File: config.mk
export PLATFORM = sky130hd
export DESIGN_NAME = ncpu32k_bpu_resolver
export DESIGN_NICKNAME = d
export VERILOG_FILES = /design/src/rtl/ncpu32k_bpu_resolver.sv
export SDC_FILE = /design/constraint.sdc
export NUM_CORES = 1
export LEC_CHECK = 0
export ABC_CLOCK_PERIOD_IN_PS = 6650
export CELL_PAD_IN_SITES_DETAIL_PLACEMENT = 0
export CELL_PAD_IN_SITES_GLOBAL_PLACEMENT = 1
export CORE_MARGIN = 1
export CORE_UTILIZATION = 40
export DETAILED_ROUTE_END_ITERATION = 10
export PLACE_DENSITY_LB_ADDON = 0.12
export REMOVE_ABC_BUFFERS = 1
export SYNTH_ARGS = -nofsm -noshare
export SYNTH_HDL_FRONTEND = slang
export SYNTH_SLANG_ARGS = --single-unit
File: constraint.sdc
create_clock -name clk -period 6.65 [get_ports clk]
set_clock_uncertainty 0.15 [all_clocks]
set_input_delay 0.9975 -clock clk [delete_from_list [all_inputs] [get_ports clk]]
set_output_delay 0.9975 -clock clk [all_outputs]
set_load 0.02 [all_outputs]
File: src/rtl/ncpu32k_bpu_resolver.sv
// Branch prediction resolver: queues fetch-side predictions in order, checks each
// against the execute-stage outcome, and emits predictor updates and mispredict flushes.
`ifndef NCPU_AW
`define NCPU_AW 32
`endif

module ncpu32k_bpu_resolver #(
  parameter int AW    = `NCPU_AW,
  parameter int DEPTH = 4
) (
  input  logic                       clk,
  input  logic                       rst_n,
  input  logic                       push_valid,
  output logic                       push_ready,
  input  logic [AW-3:0]              push_pc,
  input  logic                       push_pred_taken,
  input  logic [AW-3:0]              push_pred_tgt,
  input  logic                       res_valid,
  input  logic                       res_taken,
  input  logic [AW-3:0]              res_tgt,
  output logic                       bpu_wb,
  output logic [AW-3:0]              bpu_wb_insn_pc,
  output logic                       bpu_wb_taken,
  output logic [AW-3:0]              bpu_wb_tgt,
  output logic                       flush,
  output logic [AW-3:0]              flush_tgt,
  output logic                       res_err,
  output logic [$clog2(DEPTH):0]     count,
  output logic [15:0]                stat_resolved,
  output logic [15:0]                stat_mispred
);

  localparam int WW = AW - 2;
  localparam int PW = $clog2(DEPTH);

  // Fall-through target of a branch word PC, wrapping at the top of the address space.
  function automatic logic [WW-1:0] next_word_pc(input logic [WW-1:0] pc);
    return pc + WW'(1);
  endfunction

  logic [WW-1:0] pc_mem    [DEPTH];
  logic          taken_mem [DEPTH];
  logic [WW-1:0] tgt_mem   [DEPTH];

  logic [PW:0]   wr_ptr, rd_ptr;
  logic          empty, full;
  logic          push_fire, res_fire, mispred;
  logic [WW-1:0] e_pc, e_tgt;
  logic          e_taken;

  logic          bpu_wb_p1, flush_p1, res_err_p1, bpu_wb_taken_p1;
  logic [WW-1:0] bpu_wb_insn_pc_p1, bpu_wb_tgt_p1, flush_tgt_p1;
  logic [15:0]   stat_resolved_p1, stat_mispred_p1;

  assign empty = (wr_ptr == rd_ptr);
  assign full  = (wr_ptr[PW-1:0] == rd_ptr[PW-1:0]) && (wr_ptr[PW] != rd_ptr[PW]);

  // The flush cycle blocks pushes so wrong-path fetches cannot re-enter the queue.
  assign push_ready = !full && !flush_p1;
  assign push_fire  = push_valid && push_ready;
  assign res_fire   = res_valid && !empty;

  assign e_pc    = pc_mem[rd_ptr[PW-1:0]];
  assign e_taken = taken_mem[rd_ptr[PW-1:0]];
  assign e_tgt   = tgt_mem[rd_ptr[PW-1:0]];

  // A not-taken branch never uses its target, so only a taken target is compared.
  assign mispred = (e_taken != res_taken) || (res_taken && (e_tgt != res_tgt));

  assign count = wr_ptr - rd_ptr;

  always_ff @(posedge clk) begin
    if (push_fire) begin
      pc_mem[wr_ptr[PW-1:0]]    <= push_pc;
      taken_mem[wr_ptr[PW-1:0]] <= push_pred_taken;
      tgt_mem[wr_ptr[PW-1:0]]   <= push_pred_tgt;
    end
  end

  // ---- stage p0 -> p1: queue update and registered resolve results ----
  always_ff @(posedge clk or negedge rst_n) begin
    if (!rst_n) begin
      wr_ptr            <= '0;
      rd_ptr            <= '0;
      bpu_wb_p1         <= 1'b0;
      flush_p1          <= 1'b0;
      res_err_p1        <= 1'b0;
      bpu_wb_insn_pc_p1 <= '0;
      bpu_wb_taken_p1   <= 1'b0;
      bpu_wb_tgt_p1     <= '0;
      flush_tgt_p1      <= '0;
      stat_resolved_p1  <= '0;
      stat_mispred_p1   <= '0;
    end else begin
      bpu_wb_p1  <= res_fire;
      flush_p1   <= res_fire && mispred;
      res_err_p1 <= res_valid && empty;
      if (res_fire && mispred) begin
        rd_ptr <= wr_ptr;
      end else begin
        wr_ptr <= wr_ptr + (PW+1)'(push_fire);
        rd_ptr <= rd_ptr + (PW+1)'(res_fire);
      end
      if (res_fire) begin
        bpu_wb_insn_pc_p1 <= e_pc;
        bpu_wb_taken_p1   <= res_taken;
        bpu_wb_tgt_p1     <= res_tgt;
        stat_resolved_p1  <= stat_resolved_p1 + 16'd1;
        if (mispred) begin
          flush_tgt_p1    <= res_taken ? res_tgt : next_word_pc(e_pc);
          stat_mispred_p1 <= stat_mispred_p1 + 16'd1;
        end
      end
    end
  end

  assign bpu_wb         = bpu_wb_p1;
  assign bpu_wb_insn_pc = bpu_wb_insn_pc_p1;
  assign bpu_wb_taken   = bpu_wb_taken_p1;
  assign bpu_wb_tgt     = bpu_wb_tgt_p1;
  assign flush          = flush_p1;
  assign flush_tgt      = flush_tgt_p1;
  assign res_err        = res_err_p1;
  assign stat_resolved  = stat_resolved_p1;
  assign stat_mispred   = stat_mispred_p1;

endmodule

---- Word-level counts from Yosys, hierarchy flattened ----
Memories as Yosys holds them, arrays and structs flattened.
Cells that the tools add are included.
storage, ports and cells
  bits in registers ....................... 132
  RAM bits ................................ 244
  logic and storage cells ................. 41
  input bits .............................. 96
  output and inout bits ................... 130
  memories ................................ 3
memories
  memory     depth  width  rd ports  clocked after Yosys merged registers in  wr ports  RTL line  source
  pc_mem     4      30     1         0                                        1         41        logic [WW-1:0] pc_mem [DEPTH];
  tgt_mem    4      30     1         0                                        1         43        logic [WW-1:0] tgt_mem [DEPTH];
  taken_mem  4      1      1         0                                        1         42        logic taken_mem [DEPTH];
cells by class
  $add $sub $neg .......................... 6
  eq/ne operators ......................... 5
  multiplexer cells ....................... 4
  reductions and logical operators ........ 12
operator list
  kind                                                             count
  16-bit by 1-bit adder with 16-bit output, second input constant  2
  30-bit by 1-bit adder with 30-bit output, second input constant  1
  30-bit 2-to-1 mux                                                1
  30-bit inequality test                                           1
  1-bit logical AND                                                7
  3-bit by 1-bit adder with 3-bit output                           2
  3-bit == test                                                    1
  1-bit logical NOT                                                3
  3-bit 2-to-1 mux                                                 1
  3-bit subtractor                                                 1
  2-bit == test                                                    1
  1-bit 2-to-1 mux                                                 2
  1-bit inequality test                                            2
  2-bit AND reduction                                              1
  1-bit logical OR                                                 1

---- Longest topological paths before layout ----
  word-level depth ........................ 7
  mapped depth ............................ 12
  mapped depth without buffers ............ 9

---- Worst setup path after synthesis ----
No wires, ideal clock.
  path kind ............................... reg2reg
  from .................................... register rd_ptr[1]
  to ...................................... memory pc_mem[2][0] (netlist name) (enable)
  required time ........................... 5.945 ns
  stages on the path, launching flop included .. 8
  arrival time ............................ 5.837 ns
  path slack .............................. 0.108 ns
  buffers on the path ..................... 2
  clock period less this slack ............ 6.542 ns
  cells stage by stage .................... dfrtp_1 buf_6 buf_6 inv_1 ha_1 a31oi_1 nand2_1 nor3_1
on the way
  word-level cells in the longest chain between the ends .. 7
RTL lines
  item                                    RTL line  source
  from (decl)                             45        logic [PW:0] wr_ptr, rd_ptr;
  from (signal assigned)                  99        rd_ptr <= wr_ptr;
  from (signal assigned)                  102       rd_ptr <= rd_ptr + (PW+1)'(res_fire);
  2-bit == test                           56        assign full = (wr_ptr[PW-1:0] == rd_ptr[PW-1:0]) && (wr_ptr[PW] != rd_ptr[PW]);
  1-bit logical AND                       56
  1-bit logical NOT                       59        assign push_ready = !full && !flush_p1;
  1-bit logical AND                       59
  net push_ready                          14        output logic push_ready,
  1-bit logical AND                       60        assign push_fire = push_valid && push_ready;
  1-bit 2-to-1 mux                        73        if (push_fire) begin
  1-bit 2-to-1 mux (not written as such)  74        pc_mem[wr_ptr[PW-1:0]] <= push_pc;
  to (decl)                               41
The timed path passes the listed nets, and every way through them passes these cells.

---- Worst setup path after layout ----
  from .................................... register rd_ptr[1]
  to ...................................... output push_ready
on the way
  word-level cells in the longest chain between the ends .. 4
RTL lines
  item               RTL line
  2-bit == test      56
  1-bit logical AND  56
  1-bit logical NOT  59
  1-bit logical AND  59
  to (decl)          14
No other way between the ends.

==> results_dict.tcl <==
set metrics [dict create \
    ys_types 54 \
    cellPowerDensity_mw_per_mm2 470 \
    max-cap-violations 0 \
    synth_compound_area_share_pct 2.68 \
    mostFrequentLayoutCells "edfxtp_1 (244), clkdlybuf4s50_1 (223), dfrtp_1 (130)" \
    synthAdderAreaFrac_pct 0.848 \
    stdcell_area_mm2 0.0198 \
    synth-xor-area-share_pct 5.09 \
    synthTopCellsByArea "edfxtp_1 (47%), dfrtp_1 (21%), mux2_2 (5.8%)" \
    port_buffers 225 \
    crit_arrival_ps 3490 \
    antenna_found_initial 3 \
    ctsResizeCount 0 \
    wl_per_cell_um 21.9 \
    syn_area_mm2 0.0156 \
    path_clk_slew_ps 60 \
    rsz0062_at_grt "false" \
    grt_max_degree 81 \
    hold_path_class "flop to flop" \
    async_flop_share_pct 35.1 \
    start_util_pct 40.5 \
    rows 72 \
    fin_crit_ps 4640 \
    synth_top_area_share_pct 46.8 \
    r2r-start "rd_ptr[1]" \
    synth_ff_type "edfxtp_1" \
    synth_edf_count 244 \
    die_w_um 200 \
    synth.mux.area_fraction_pct 15.9 \
    finalWeightedCongestion 0.738 \
    clk_path_buf_depth 3 \
    place_area_mm2 0.0184 \
    relSlewSlack_pct 35.8 \
    hold_viol 0 \
    postRouteAntennaNets 0 \
    leakage_nw 7.15 \
    hold_buffers 0 \
    synth_top_family_by_area "multiplexers" \
    dp_hpwl_um 24500 \
    viasPerCell 5.10 \
    area_growth_syn_to_layout_pct 26.5 \
    setup_viol 0 \
    wirelength_um 37500 \
    postCtsSetupRepairBufs 0 \
    crit_start "rd_ptr[1]" \
    grt_pass1_vias 9099 \
    clock_sinks 376 \
    yosysWarnings 0 \
    die_y_um 200 \
    worstPathRequired_ps 5500 \
    yosys.area.top_type "edfxtp_1" \
    postSynthAreaPerCell_um2 17.0 \
    htree_num_levels 2 \
    cts_buffers 42 \
    maxSlewViolCount 0 \
    synth_cells 918 \
    cts_root_buf "clkbuf_16" \
    status "complete, no violations" \
    tritoncts "done" \
    coreArea_mm2 0.0386 \
    track_usage_pct 19.4 \
    layout.nets 1265 \
    path_class "flop to output pin" \
    layout_commonest_cell "edfxtp_1" \
    drc 0 \
    vias 8741 \
    crit_path_end_kind "output pin" \
    period_share_pct 69.7 \
    synth_seq_cells 376 \
    critPathLaunchType "flop" \
    min-delay-start "stat_resolved[15]" \
    vdd.ir_drop.worst_uv 216 \
    clk_latency_ps 550 \
    path_max_fanout 46 \
    die-area_mm2 0.0399 \
    grt_pass1_wl_um 56400 \
    firstDrtPassIters 5 \
    io_pins 226 \
    fmax_ghz 0.216 \
    yosys.area_share.simple_pct 5.38 \
    ys_seq_area_share_pct 67.9 \
    power_mw 9.31 \
    tightest_slew_ps 962 \
    dr.first_iter.drc_count 439 \
    grt_overflow_total 0 \
    drive_gt1_share_pct 17.8 \
]
final cells by class:
cell class | instances | area, um2
Fill cell | 3208 | 18900
Sequential cell | 376 | 10600
Multi-Input combinational cell | 486 | 4720
Timing Repair Buffer | 237 | 2360
Clock buffer | 62 | 1230
Tap cell | 518 | 648
Clock inverter | 14 | 126
Inverter | 16 | 60.1
Antenna cell | 4 | 10.0
worst max-delay path, stage by stage, from the launching register on:
cell	delay (ps)
dfrtp_4	950
buf_4	560
inv_1	120
ha_1	380
a31oi_1	250
clkdlybuf4s50_1	650
cell families after synthesis:
family | after synthesis
AO/OA/AOI/OAI | 70
adder cells (fa/ha/maj) | 10
XOR/XNOR | 91
buffers and inverters | 56
multiplexers | 160
flip-flops | 376
AND/OR/NAND/NOR | 155
flip-flops by register name, indices dropped and copies added, names as in the netlist:
name,flops
bpu_wb,1
bpu_wb_insn_pc,30
bpu_wb_taken,1
bpu_wb_tgt,30
flush,1
flush_tgt,30
pc_mem,120
rd_ptr,3
res_err,1
stat_mispred,16
stat_resolved,16
taken_mem,4
tgt_mem,120
wr_ptr,3
cells in the mapped netlist, types with 3 or more instances:
master    instances
o21ai_0          43
mux4_1           23
a211oi_1          3
clkbuf_1         18
dfrtp_1         132
xnor2_1          49
a31oi_1           3
ha_1              9
edfxtp_1        244
nor3_1           14
a21oi_1           4
nand4_1          20
buf_4             6
nand2_1          46
buf_12            3
mux2_2           80
and2_1            4
nand3_1          19
buf_6             7
buf_2             5
mux2_4            9
nor2_1           19
mux4_2           29
xor2_1           42
nand2b_1          3
and4_1            5
mux2i_1          19
and3_1           10
a22oi_1           3
inv_1            16
final timing paths:
check,endpoint,slack (ps),depth (start not counted)
max in group asynchronous,bpu_wb_insn_pc[16],4770,2
max reg2reg,flush_tgt[14],2280,9
min,stat_resolved[15],310,1
max,push_ready,2010,5
min in group asynchronous,bpu_wb_tgt[1],360,1
min reg2reg,stat_resolved[15],310,1
layer usage:
| metal | GRT usage, % | up-vias | part of all wire [%] |
|---|---|---|---|
| li1 | - | 4013 | - |
| met1 | 26.0 | 4483 | 45 |
| met2 | 32.1 | 207 | 49 |
| met3 | 3.61 | 38 | 4.5 |
| met4 | 6.14 | 0 | 1.7 |
| met5 | 0 | - | 0 |
power by group:
part | internal [mW] | switching [mW] | total [mW]
combinational | 1.68 | 1.78 | 3.47
clock | 1.35 | 0.905 | 2.26
sequential | 3.16 | 0.415 | 3.58
total | 6.20 | 3.10 | 9.31
stage by stage:
stage                     hold WS, ps  worst slack (ps)  TNS (ps)  cells  utilization [%]
after floorplan                   337             -2520   -323830    878                -
after global placement            308              1950         0   1633             47.7
after detailed placement          312              1960         0   1633             47.7
after CTS                         321              1950         0   1709             51.2
after global routing              344              1870         0   1711             51.2
final                             312              2010         0   1713             51.2
(Power assumes the default switching activity.)
